===== src/rtl/mdio_slave_responder.sv =====
`timescale 1ns/1ps
// Clause 22 MDIO responder (PHY side): oversamples MDC/MDIO on the system clock,
// decodes management frames and bridges them onto a simple register port.
module mdio_slave_responder #(
  parameter logic [4:0]  PHY_ADDR     = 5'd1,
  parameter int unsigned PREAMBLE_LEN = 32
) (
  input  logic        iclk_100m,
  input  logic        i_rst,
  input  logic        i_mdc,
  input  logic        i_mdio,
  output logic        o_mdio,
  output logic        o_mdio_oe,
  output logic [4:0]  o_reg_addr,
  output logic        o_reg_wr_en,
  output logic [15:0] o_reg_wr_data,
  output logic        o_reg_rd_en,
  input  logic [15:0] i_reg_rd_data,
  output logic        o_frame_err,
  output logic        o_busy
);
  localparam int unsigned PRE_W = $clog2(PREAMBLE_LEN + 1);
  localparam int unsigned CNT_W = 5;
  localparam logic [PRE_W-1:0] PRE_FULL = PRE_W'(PREAMBLE_LEN);

  typedef enum logic [3:0] {
    S_PRE, S_ST, S_OP, S_PHYAD, S_REGAD, S_TA_W, S_TA_R, S_WDATA, S_RDATA
  } state_t;

  logic [2:0]       mdc_sync_q, mdc_sync_d;
  logic [1:0]       mdio_sync_q, mdio_sync_d;
  state_t           state_q, state_d;
  logic [PRE_W-1:0] pre_cnt_q, pre_cnt_d;
  logic [CNT_W-1:0] bit_cnt_q, bit_cnt_d;
  logic [14:0]      shift_q, shift_d;
  logic [15:0]      tx_q, tx_d;
  logic             is_rd_q, is_rd_d;
  logic             rd_lat_q, rd_lat_d;
  logic             mdio_q, mdio_d;
  logic             mdio_oe_q, mdio_oe_d;
  logic [4:0]       reg_addr_q, reg_addr_d;
  logic             wr_en_q, wr_en_d;
  logic [15:0]      wr_data_q, wr_data_d;
  logic             rd_en_q, rd_en_d;
  logic             frame_err_q, frame_err_d;
  logic             busy_q, busy_d;
  logic             mdc_rise, mdc_fall, bit_in;
  logic [15:0]      shift_in;

  // Pin synchronisers, MDC edge strobes and the incoming-bit shift view
  always_comb begin
    mdc_sync_d  = {mdc_sync_q[1:0], i_mdc};
    mdio_sync_d = {mdio_sync_q[0], i_mdio};
    mdc_rise    = mdc_sync_q[1] & ~mdc_sync_q[2];
    mdc_fall    = ~mdc_sync_q[1] & mdc_sync_q[2];
    bit_in      = mdio_sync_q[1];
    shift_in    = {shift_q, bit_in};
  end

  // Frame decoder: sample on MDC rise, drive on MDC fall
  always_comb begin
    state_d     = state_q;
    pre_cnt_d   = pre_cnt_q;
    bit_cnt_d   = bit_cnt_q;
    shift_d     = shift_q;
    tx_d        = tx_q;
    is_rd_d     = is_rd_q;
    mdio_d      = mdio_q;
    mdio_oe_d   = mdio_oe_q;
    reg_addr_d  = reg_addr_q;
    wr_data_d   = wr_data_q;
    wr_en_d     = 1'b0;
    rd_en_d     = 1'b0;
    frame_err_d = 1'b0;
    rd_lat_d    = rd_en_q;

    // Register bank returns data one cycle after the request
    if (rd_lat_q) tx_d = i_reg_rd_data;

    case (state_q)
      S_PRE: begin
        if (mdc_rise) begin
          if (bit_in) begin
            if (pre_cnt_q != PRE_FULL) pre_cnt_d = pre_cnt_q + PRE_W'(1);
          end else begin
            if (pre_cnt_q == PRE_FULL) state_d = S_ST;
            pre_cnt_d = '0;
          end
        end
      end
      S_ST: begin
        if (mdc_rise) begin
          bit_cnt_d = '0;
          state_d   = bit_in ? S_OP : S_PRE;
        end
      end
      S_OP: begin
        if (mdc_rise) begin
          shift_d   = shift_in[14:0];
          bit_cnt_d = bit_cnt_q + CNT_W'(1);
          if (bit_cnt_q == CNT_W'(1)) begin
            bit_cnt_d = '0;
            if (shift_in[1:0] == 2'b10) begin
              is_rd_d = 1'b1;
              state_d = S_PHYAD;
            end else if (shift_in[1:0] == 2'b01) begin
              is_rd_d = 1'b0;
              state_d = S_PHYAD;
            end else begin
              state_d = S_PRE;
            end
          end
        end
      end
      S_PHYAD: begin
        if (mdc_rise) begin
          shift_d   = shift_in[14:0];
          bit_cnt_d = bit_cnt_q + CNT_W'(1);
          if (bit_cnt_q == CNT_W'(4)) begin
            bit_cnt_d = '0;
            state_d   = (shift_in[4:0] == PHY_ADDR) ? S_REGAD : S_PRE;
          end
        end
      end
      S_REGAD: begin
        if (mdc_rise) begin
          reg_addr_d = {reg_addr_q[3:0], bit_in};
          bit_cnt_d  = bit_cnt_q + CNT_W'(1);
          if (bit_cnt_q == CNT_W'(4)) begin
            bit_cnt_d = '0;
            if (is_rd_q) begin
              rd_en_d = 1'b1;
              state_d = S_TA_R;
            end else begin
              state_d = S_TA_W;
            end
          end
        end
      end
      S_TA_W: begin
        if (mdc_rise) begin
          shift_d   = shift_in[14:0];
          bit_cnt_d = bit_cnt_q + CNT_W'(1);
          if (bit_cnt_q == CNT_W'(1)) begin
            bit_cnt_d = '0;
            if (shift_in[1:0] == 2'b10) begin
              state_d = S_WDATA;
            end else begin
              frame_err_d = 1'b1;
              state_d     = S_PRE;
            end
          end
        end
      end
      S_TA_R: begin
        // First TA bit belongs to nobody; take the line on the fall after it
        if (bit_cnt_q == '0) begin
          if (mdc_rise) bit_cnt_d = CNT_W'(1);
        end else if (mdc_fall) begin
          mdio_oe_d = 1'b1;
          mdio_d    = 1'b0;
          bit_cnt_d = '0;
          state_d   = S_RDATA;
        end
      end
      S_WDATA: begin
        if (mdc_rise) begin
          shift_d   = shift_in[14:0];
          bit_cnt_d = bit_cnt_q + CNT_W'(1);
          if (bit_cnt_q == CNT_W'(15)) begin
            wr_data_d = shift_in;
            wr_en_d   = 1'b1;
            bit_cnt_d = '0;
            state_d   = S_PRE;
          end
        end
      end
      S_RDATA: begin
        if (mdc_fall) begin
          if (bit_cnt_q == CNT_W'(16)) begin
            mdio_oe_d = 1'b0;
            mdio_d    = 1'b1;
            bit_cnt_d = '0;
            state_d   = S_PRE;
          end else begin
            mdio_d    = tx_q[15];
            tx_d      = {tx_q[14:0], 1'b0};
            bit_cnt_d = bit_cnt_q + CNT_W'(1);
          end
        end
      end
      default: state_d = S_PRE;
    endcase

    busy_d = (state_d != S_PRE);
  end

  // State and output registers with synchronous reset
  always_ff @(posedge iclk_100m) begin
    if (i_rst) begin
      mdc_sync_q  <= 3'b111;
      mdio_sync_q <= 2'b11;
      state_q     <= S_PRE;
      pre_cnt_q   <= '0;
      bit_cnt_q   <= '0;
      shift_q     <= '0;
      tx_q        <= '0;
      is_rd_q     <= 1'b0;
      rd_lat_q    <= 1'b0;
      mdio_q      <= 1'b1;
      mdio_oe_q   <= 1'b0;
      reg_addr_q  <= '0;
      wr_en_q     <= 1'b0;
      wr_data_q   <= '0;
      rd_en_q     <= 1'b0;
      frame_err_q <= 1'b0;
      busy_q      <= 1'b0;
    end else begin
      mdc_sync_q  <= mdc_sync_d;
      mdio_sync_q <= mdio_sync_d;
      state_q     <= state_d;
      pre_cnt_q   <= pre_cnt_d;
      bit_cnt_q   <= bit_cnt_d;
      shift_q     <= shift_d;
      tx_q        <= tx_d;
      is_rd_q     <= is_rd_d;
      rd_lat_q    <= rd_lat_d;
      mdio_q      <= mdio_d;
      mdio_oe_q   <= mdio_oe_d;
      reg_addr_q  <= reg_addr_d;
      wr_en_q     <= wr_en_d;
      wr_data_q   <= wr_data_d;
      rd_en_q     <= rd_en_d;
      frame_err_q <= frame_err_d;
      busy_q      <= busy_d;
    end
  end

  assign o_mdio        = mdio_q;
  assign o_mdio_oe     = mdio_oe_q;
  assign o_reg_addr    = reg_addr_q;
  assign o_reg_wr_en   = wr_en_q;
  assign o_reg_wr_data = wr_data_q;
  assign o_reg_rd_en   = rd_en_q;
  assign o_frame_err   = frame_err_q;
  assign o_busy        = busy_q;

endmodule


===== config.mk =====
export PLATFORM = sky130hd
export DESIGN_NAME = mdio_slave_responder
export DESIGN_NICKNAME = d
export VERILOG_FILES = /design/src/rtl/mdio_slave_responder.sv
export SDC_FILE = /design/constraint.sdc
export NUM_CORES = 1
export LEC_CHECK = 0
export ABC_CLOCK_PERIOD_IN_PS = 2400
export CAP_MARGIN = 10
export CORE_ASPECT_RATIO = 2
export CORE_UTILIZATION = 45
export CTS_CLUSTER_DIAMETER = 30
export DETAILED_ROUTE_END_ITERATION = 10
export DONT_BUFFER_PORTS = 1
export GPL_TIMING_DRIVEN = 1
export PLACE_DENSITY = 0.69
export SYNTH_ARGS = -nofsm -noshare
export SYNTH_HDL_FRONTEND = slang
export SYNTH_SLANG_ARGS = --single-unit

===== constraint.sdc =====
create_clock -name iclk_100m -period 2.4 [get_ports iclk_100m]
set_input_delay 0.6 -clock iclk_100m [delete_from_list [all_inputs] [get_ports iclk_100m]]
set_output_delay 0.6 -clock iclk_100m [all_outputs]
set_load 0.02 [all_outputs]

==> results of run 1 <==
-- final timing paths --
check / startpoint / endpoint / slack [ps]
min: i_rst / o_reg_wr_data[8]$_SDFFE_PP0P_ / 330
max reg2reg: bit_cnt_q[0]$_SDFFE_PP0P_ / bit_cnt_q[2]$_SDFFE_PP0P_ / 80
max: bit_cnt_q[0]$_SDFFE_PP0P_ / bit_cnt_q[2]$_SDFFE_PP0P_ / 80
min reg2reg: mdc_sync_q[0]$_SDFF_PP1_ / mdc_sync_q[1]$_SDFF_PP1_ / 400
-- area by class of cell --
type                            count  area (µm²)
Clock buffer                       11       242.7
Inverter                           16       60.06
Clock inverter                      5       80.08
Tap cell                           96       120.1
Fill cell                         732        3809
Sequential cell                    80        1602
Timing Repair Buffer               13       97.59
Multi-Input combinational cell    288        1874
-- power groups by stage --
| stage | combinational, W | sequential (W) | clock [W] |
|---|---|---|---|
| 4_1_cts | 0.0000267 | 0.00134 | 0.00149 |
| 2_1_floorplan | 0.0000354 | 0.00137 | 0 |
| 3_5_place_dp | 0.0000264 | 0.00137 | 0 |
| 6_report | 0.0000264 | 0.00134 | 0.00147 |
| 3_3_place_gp | 0.0000260 | 0.00137 | 0 |
| 5_1_grt | 0.0000291 | 0.00134 | 0.00155 |
-- layer usage --
metal | wire [µm] | GRT usage | part of all wire | vias up
li1 | - | - | - | 1431
met3 | 325 | 0.04049 | 0.042 | 21
met5 | 0 | 0 | 0 | -
met2 | 4173 | 0.3475 | 0.54 | 57
met4 | 273 | 0.1317 | 0.035 | 0
met1 | 2982 | 0.1876 | 0.38 | 1367
-- Yosys cell counts, types with 3 or more instances --
library cell | n | area (µm²)
a211oi_1 | 15 | 112.6
a21oi_1 | 24 | 120.1
a31oi_1 | 3 | 18.77
buf_2 | 7 | 35.03
clkbuf_1 | 17 | 63.81
dfxtp_1 | 80 | 1602
ha_1 | 9 | 112.6
inv_1 | 16 | 60.06
mux2i_1 | 37 | 370.4
nand2_1 | 41 | 153.9
nand3_1 | 5 | 25.02
nor2_1 | 61 | 229.0
nor2b_1 | 7 | 43.79
nor3_1 | 4 | 20.02
nor3b_1 | 4 | 30.03
nor4_1 | 4 | 25.02
o211ai_1 | 7 | 52.55
o21ai_0 | 7 | 35.03
or2_2 | 9 | 56.30
or3_1 | 4 | 25.02
or4b_1 | 3 | 30.03
xor2_1 | 4 | 35.03
-- worst max-delay path: stages (launching register included) --
cell and delay [ps]:
dfxtp_1 340, inv_1 110, ha_1 200, or4bb_1 590
o211ai_1 140, o211ai_1 230, o21ai_0 390, o221ai_1 180
-- through the flow --
step	util	cell area [µm²]	hold slack [ps]	instances	power, W
after detailed placement	0.4745	3741	393.8	493	0.001397
after global routing	0.5170	4076	320.3	509	0.002923
after global placement	0.4745	3741	392.1	493	0.001396
after floorplan	-	3652	389.5	411	0.001404
final	0.5170	4076	331.8	509	0.002835
after CTS	0.5154	4064	321.4	509	0.002857
-- cells by family after synthesis --
family,Yosys count,synth area share
AOI/OAI and AO/OA,74,0.1429
xor gates and xnor gates,4,0.009591
adders and majority gates,9,0.03083
buffers and inverters,43,0.05173
DFF,80,0.4385
muxes,37,0.1014
and+or+nand+nor,164,0.2251
-- registers in the layout, summed over array words and instances, names as in the netlist --
| signal | count |
|---|---|
| is_rd_q | 1 |
| shift_q | 15 |
| mdio_sync_q | 2 |
| o_mdio | 1 |
| o_mdio_oe | 1 |
| mdc_sync_q | 3 |
| state_q | 4 |
| rd_lat_q | 1 |
| pre_cnt_q | 6 |
| o_frame_err | 1 |
| o_reg_rd_en | 1 |
| o_reg_wr_en | 1 |
| o_reg_wr_data | 16 |
| o_busy | 1 |
| o_reg_addr | 5 |
| tx_q | 16 |
| bit_cnt_q | 5 |
-- timing repair --
action / in CTS / in global routing
resized for setup: 0 / 1
endpoints found under the hold margin: 0 / 0
hold buffers: 0 / 0
setup endpoints to repair: 0 / 1
==> results.py, run 1 <==
metrics = {
    "run_status": {
        "status": "complete, no violations",
    },
    "clock_network": {
        "numCtsBuffers": 9,
        "htree_levels": 3,
        "post_cts_buffers": 0,
        "clock_path_buffers": 2,
        "worstSkewPairLatency_ps": 340,
        "cts.sinks": 80,
        "path_clk_slew_ps": 60,
        "cts_tree": "built",
        "root_buffer": "clkbuf_16",
    },
    "floorplan": {
        "io_pins": 47,
        "coreArea_um2": 7885,
        "start_util": 0.4632,
        "rows": 46,
        "fp.dieH_um": 129.4,
        "die_area_um2": 8502,
        "fp.dieW_um": 65.70,
    },
    "routing": {
        "drt_first_pass_iters": 5,
        "drt-wirelength-per-cell_um": 15.24,
        "viasPerCell": 5.650,
        "ant_nets": 0,
        "num_vias": 2876,
        "drc_errors": 0,
        "drtIter0Drc": 91,
        "routed_wl_um": 7755,
    },
    "power": {
        "pwr-share-clk": 0.518,
        "ir_drop_v": 0.0005778,
        "power.net_switching_w": 0.0005520,
        "p_leak_nw": 1.467,
        "power_density_nw_per_um2": 695.5,
        "netSwitchingFraction": 0.1947,
        "combPwrFrac": 0.009,
        "p_int_w": 0.002283,
        "seqPwrFrac": 0.473,
    },
    "layout": {
        "drive_gt1_frac": 0.1162,
        "num_antenna_cells": 0,
        "nets": 437,
        "final_common_cell": "dfxtp_1",
        "layout_common_cells": "80 x dfxtp_1, 61 x nor2_1, 41 x nand2_1",
        "area_growth_pct": 11.61,
    },
    "placed_design": {
        "port_buffers": 0,
        "dp_slack_ps": 70.52,
        "hpwl_um": 5507,
        "gp_congestion": 0.8784,
    },
    "sta": {
        "fin_setup_tns_ps": 0,
        "tightest_slew_ps": 562.3,
        "fin_crit_ps": 2316,
        "fin_skew_ps": 5.117,
        "setup_viol": 0,
        "rsz0062_at_grt": "false",
        "hold_viol": 0,
        "period_share": 0.9651,
        "final.setup.worst_slack_ps": 83.75,
        "relSlewSlack": 0.6252,
        "clock.fmax_ghz": 0.4317,
        "drv_slew": 0,
    },
    "yosys": {
        "ys_seq_area_frac": 0.4385,
        "synth-seq-cells": 80,
        "avgSynthCellArea_um2": 8.886,
        "yosys_warnings": 0,
        "async_flop_share": 0,
        "synth-edff-count": 0,
        "yosysUniqueCellTypes": 54,
        "synthCells": 411,
        "synthFlopType": "dfxtp_1",
        "syn_nets": 440,
        "synth_area_um2": 3652,
    },
    "global_routing": {
        "grt_max_degree": 74,
        "first_global_vias": 2768,
        "antenna_found_initial": 0,
        "overflow": 0,
        "grt_pass1_wl_um": 12480,
        "track_usage": 0.1922,
    },
    "job": {
        "maxCapViolCount": 0,
    },
    "worst_setup_path": {
        "criticalPathCategory": "reg -> reg",
        "start_kind": "flip-flop",
        "cp-end-kind": "flip-flop",
        "crit_arrival_ps": 2510,
        "critPathMaxFanout": 6,
        "reg2regPathDepth": 7,
        "worst-endpoint-required_ps": 2600,
    },
    "min_path": {
        "min_path_type": "in -> reg",
        "hold_path_depth": 1,
    },
}
No activity file was read; power rests on OpenSTA's default activity.
==> run 2: changes to the inputs <==
GPL_TIMING_DRIVEN = 0   (was 1)
==> run 2 against run 1 <==
Wire length increased by 5.6%. Total power rose by 3.2%. Largest power group unchanged. Critical endpoint is now o_busy$_SDFF_PP0_. Via count up 2.9%. Final area is 1.7% higher. Utilization is 0.89 points higher. Hold slack improved by 30 ps. Highest routed layer unchanged. First-iteration DRC count rose by 46%.
==> results.py, run 2 (same netlist as run 1, synthesis figures left out) <==
metrics = {
    "placed_design": {
        "gp_congestion": 0.9657,
        "hpwl_um": 6114,
        "port_buffers": 0,
        "placed_cells": 507,
    },
    "worst_setup_path": {
        "crit_chain": "inv_1 -> ha_1 -> or4bb_4 -> o21ai_0 -> a21oi_1 -> a2111oi_4 -> a41oi_2",
        "worst-endpoint-required_ps": 2600,
        "regToRegSetupSlack_ps": 110,
        "crit_family": "compound AO/OA/AOI/OAI gates",
        "start_kind": "flip-flop",
        "crit_path_start": "bit_cnt_q[0]$_SDFFE_PP0P_",
        "criticalPathCategory": "reg -> reg",
        "path_buf_inv": 1,
        "critPathMaxFanout": 6,
        "path_depth": 7,
        "crit_slowest_cell": "or4bb_4",
        "critical_path.max_stage_delay_ps": 590,
        "r2r-start": "bit_cnt_q[0]$_SDFFE_PP0P_",
        "crit_arrival_ps": 2490,
        "reg2regPathDepth": 7,
        "cp-end-kind": "flip-flop",
        "r2r-end": "o_busy$_SDFF_PP0_",
    },
    "run_status": {
        "status": "complete, no violations",
    },
    "global_routing": {
        "first_global_vias": 2902,
        "antenna_found_initial": 0,
        "grt_pass1_wl_um": 13230,
        "track_usage": 0.2076,
        "overflow": 0,
        "grt_max_degree": 14,
    },
    "floorplan": {
        "die_area_um2": 8502,
        "coreArea_um2": 7885,
        "start_util": 0.4632,
        "fp.dieW_um": 65.70,
        "fp.dieH_um": 129.4,
        "io_pins": 47,
        "rows": 46,
    },
    "min_path": {
        "hold_path_depth": 1,
        "worst_hold_path.endpoint": "mdc_sync_q[0]$_SDFF_PP1_",
        "min_from": "i_mdc",
        "min_path_type": "in -> reg",
    },
    "job": {
        "maxCapViolCount": 0,
    },
    "routing": {
        "drtIter0Drc": 133,
        "ant_nets": 0,
        "drc_errors": 0,
        "num_vias": 2960,
        "drt-wirelength-per-cell_um": 15.65,
        "drt_first_pass_iters": 4,
        "routed_wl_um": 8187,
        "viasPerCell": 5.660,
    },
    "power": {
        "pwr-share-clk": 0.525,
        "p_int_w": 0.002359,
        "netSwitchingFraction": 0.1935,
        "power_density_nw_per_um2": 705.5,
        "ir_drop_v": 0.0004870,
        "total_power_w": 0.002925,
        "power.net_switching_w": 0.0005661,
        "seqPwrFrac": 0.459,
        "combPwrFrac": 0.017,
        "p_leak_nw": 1.486,
    },
    "sta": {
        "whs_ps": 362.0,
        "rsz0062_at_grt": "false",
        "period_share": 0.9560,
        "clock.fmax_ghz": 0.4358,
        "relSlewSlack": 0.5491,
        "setup_viol": 0,
        "hold_viol": 0,
        "fin_crit_ps": 2295,
        "tightest_slew_ps": 676.4,
        "fin_skew_ps": 3.779,
        "drv_slew": 0,
    },
    "clock_network": {
        "ctsHoldBuffers": 0,
        "root_buffer": "clkbuf_16",
        "path_clk_slew_ps": 60,
        "worstSkewPairLatency_ps": 340,
        "htree_levels": 3,
        "clock_path_buffers": 2,
        "numCtsBuffers": 9,
        "cts.sinks": 80,
        "cts_tree": "built",
    },
    "layout": {
        "drive_gt1_frac": 0.1171,
        "area_growth_pct": 13.53,
        "nets": 452,
        "num_antenna_cells": 0,
        "layout_common_cells": "80 x dfxtp_1, 61 x nor2_1, 41 x nand2_1",
        "final_common_cell": "dfxtp_1",
        "instances_no_fill": 523,
    },
}
run 2: metal layers:
metal,routed length (µm),share of wire,global-route usage,vias to the layer above
li1,-,-,-,1463
met1,2941,0.36,0.1912,1389
met2,4478,0.55,0.3812,78
met3,356,0.043,0.06514,30
met4,410,0.050,0.1253,0
met5,0,0,0,-
run 2: cell type report:
type	instances	area, µm²
clock buffer	10	229.0
fill	728	3739
tap	96	120.1
sequential	80	1602
clock inverter	5	106.4
buffer	27	131.4
multi-input combinational	288	1891
inverter	16	60.06
timing repair buffer	1	7.507
run 2: worst max path at each step:
stage,to,slack (ps)
floorplan,o_busy$_SDFF_PP0_,380
global placement,o_busy$_SDFF_PP0_,-6
detailed placement,o_busy$_SDFF_PP0_,-30
CTS,o_busy$_SDFF_PP0_,30
global route,o_busy$_SDFF_PP0_,50
finish,o_busy$_SDFF_PP0_,110
run 2: repair_timing:
item,in CTS,in global routing
setup buffers,1,0
pin swaps,1,0
endpoints found under the setup margin,1,14
gates resized for setup,1,8
gates cloned,0,0
run 2: per-stage QoR:
stage / TNS [ps] / utilization / cell area, µm² / setup WS (ps)
floorplan: 0 / - / 3652 / 377.3
global placement: -6.041 / 0.4784 / 3772 / -6.041
detailed placement: -29.62 / 0.4784 / 3772 / -29.62
CTS: 0 / 0.5235 / 4128 / 28.20
global route: 0 / 0.5259 / 4146 / 54.02
finish: 0 / 0.5259 / 4146 / 105.5
run 2: power groups by stage:
stage,sequential (W),combinational (W),clock (W)
2_1_floorplan,0.00137,0.0000354,0
3_3_place_gp,0.00137,0.0000482,0
3_5_place_dp,0.00137,0.0000494,0
4_1_cts,0.00134,0.0000500,0.00156
5_1_grt,0.00134,0.0000545,0.00164
6_report,0.00134,0.0000493,0.00153
==> run 3: changes to the inputs <==
PLACE_DENSITY = default   (was 0.69)
SETUP_SLACK_MARGIN = 0.2   (was default)
SKIP_LAST_GASP = 1   (was default)
==> run 3 against run 2 <==
Final cell count grew 0.19%. Total power shrank 7.1%. Via count shrank 1.3%. Global-route usage grew 0.34 points. Die area is the same. Setup slack gained 68 ps. Final area grew 0.36%. Clock skew grew 2.0 ps. Sequential power is essentially flat. Maximum frequency grew 3.0%. First-iteration DRC count shrank 36%. Critical path type unchanged. Largest cell class unchanged. Largest power group is now registers. Highest routed layer unchanged.
==> results.py, run 3 (same netlist as run 1, synthesis figures left out) <==
metrics = {
    "sta": {
        "hold_viol": 0,
        "tightest_slew_ps": 684.4,
        "fin_setup_tns_ps": 0,
        "rsz0062_at_grt": "true",
        "drv_slew": 0,
        "fin_skew_ps": 5.757,
        "period_share": 0.9278,
        "whs_ps": 360.4,
        "clock.fmax_ghz": 0.4491,
        "setup_viol": 0,
        "relSlewSlack": 0.5438,
        "fin_crit_ps": 2227,
    },
    "layout": {
        "final_common_cell": "dfxtp_1",
        "num_antenna_cells": 0,
        "drive_gt1_frac": 0.1449,
        "area_growth_pct": 13.94,
        "final_util": 0.5278,
        "nets": 452,
        "instances_no_fill": 524,
        "layout_common_cells": "77 x dfxtp_1, 60 x nor2_1, 41 x nand2_1",
    },
    "floorplan": {
        "io_pins": 47,
        "fp.dieW_um": 65.70,
        "fp.dieH_um": 129.4,
        "rows": 46,
        "coreArea_um2": 7885,
        "die_area_um2": 8502,
        "start_util": 0.4632,
    },
    "worst_setup_path": {
        "criticalPathCategory": "reg -> reg",
        "cp-end-kind": "flip-flop",
        "r2r-start": "bit_cnt_q[1]$_SDFFE_PP0P_",
        "start_kind": "flip-flop",
        "endpoint": "o_busy$_SDFF_PP0_",
        "crit_arrival_ps": 2490,
        "critPathMaxFanout": 6,
        "reg2regPathDepth": 8,
        "crit_path_start": "bit_cnt_q[1]$_SDFFE_PP0P_",
        "regToRegSetupSlack_ps": 170,
        "worst-endpoint-required_ps": 2660,
        "r2r-end": "o_busy$_SDFF_PP0_",
    },
    "routing": {
        "drtIter0Drc": 85,
        "drt_first_pass_iters": 4,
        "drt-wirelength-per-cell_um": 15.72,
        "routed_wl_um": 8235,
        "viasPerCell": 5.574,
        "ant_nets": 0,
        "drc_errors": 0,
        "num_vias": 2921,
    },
    "clock_network": {
        "worstSkewPairLatency_ps": 340,
        "htree_levels": 3,
        "root_buffer": "clkbuf_16",
        "cts.sinks": 80,
        "ctsHoldBuffers": 0,
        "path_clk_slew_ps": 60,
        "clock_path_buffers": 2,
        "cts_tree": "built",
        "numCtsBuffers": 9,
    },
    "placed_design": {
        "port_buffers": 0,
        "gp_congestion": 0.9021,
        "hpwl_um": 6130,
        "placed_cells": 507,
    },
    "run_status": {
        "status": "complete, no violations",
    },
    "power": {
        "total_power_w": 0.002717,
        "power_density_nw_per_um2": 653.0,
        "ir_drop_v": 0.0005391,
        "p_leak_nw": 1.502,
    },
    "global_routing": {
        "antenna_found_initial": 0,
        "track_usage": 0.2110,
        "first_global_vias": 2925,
        "grt_pass1_wl_um": 13510,
        "grt_max_degree": 14,
        "overflow": 0,
    },
    "min_path": {
        "min_path_type": "in -> reg",
    },
    "job": {
        "maxCapViolCount": 0,
    },
}
run 3: cell count changes in the layout (fill, tap and decap cells not counted), moves of 2 or more:
cell       before  now
dfxtp_1        80   77
ha_1            9    7
clkbuf_1       16   14
clkinv_2        0    2
bufinv_16       3    1
clkbuf_2        2    5
dfxtp_2         0    3
run 3: what timing repair did:
action / in CTS / in global routing
resized for setup: 7 / 21
buffers inserted: 1 / 0
gates cloned: 0 / 0
hold endpoints to repair: 0 / 0
endpoints found under the setup margin: 16 / 37
pin swaps: 3 / 7
run 3: how the worst min path moves through the flow:
| stage | slack [ps] | to | cells after the start | startpoint |
|---|---|---|---|---|
| after floorplan | 390 | mdc_sync_q[1]$_SDFF_PP1_ | 1 | mdc_sync_q[0]$_SDFF_PP1_ |
| after global placement | 390 | mdc_sync_q[1]$_SDFF_PP1_ | 1 | mdc_sync_q[0]$_SDFF_PP1_ |
| after detailed placement | 400 | mdio_sync_q[1]$_SDFF_PP1_ | 1 | mdio_sync_q[0]$_SDFF_PP1_ |
| after CTS | 350 | mdc_sync_q[0]$_SDFF_PP1_ | 1 | i_mdc |
| after global routing | 360 | mdc_sync_q[0]$_SDFF_PP1_ | 1 | i_mdc |
| final | 360 | mdc_sync_q[0]$_SDFF_PP1_ | 1 | i_mdc |
run 3: report_power, final:
part	total, W	internal, W	leakage [nW]	switching, W
clock	0.00133	0.000805	0.143	0.000521
sequential	0.00134	0.00133	0.647	0.00000781
combinational	0.0000494	0.0000138	0.712	0.0000356
run 3: area by class of cell:
class,count,area [µm²]
inverter,16,60.06
buffer,27,141.4
timing repair buffer,1,7.507
sequential,80,1605
fill,775,3724
multi-input combinational,288,1937
clock buffer,11,232.7
clock inverter,5,57.56
tap,96,120.1
run 3: worst max-delay path, cell delays in order, from the launching register on:
cell       delay (ps)
dfxtp_2           330
inv_2              80
ha_4              130
or4b_4            450
buf_6             150
or3_4             380
a311oi_4          350
a2111oi_4          80
a41oi_2           200
run 3: per-stage QoR:
stage	worst slack (ps)	area, µm²
floorplan	377.3	3652
global placement	-28.42	3772
detailed placement	3.127	3772
CTS	166.8	4109
global route	109.4	4161
finish	173.3	4161
run 3: layer usage:
metal,track usage,wire length [µm],up-vias
li1,-,-,1462
met1,0.2082,3205,1381
met2,0.3962,4536,62
met3,0.04577,288,16
met4,0.1061,204,0
met5,0,0,-
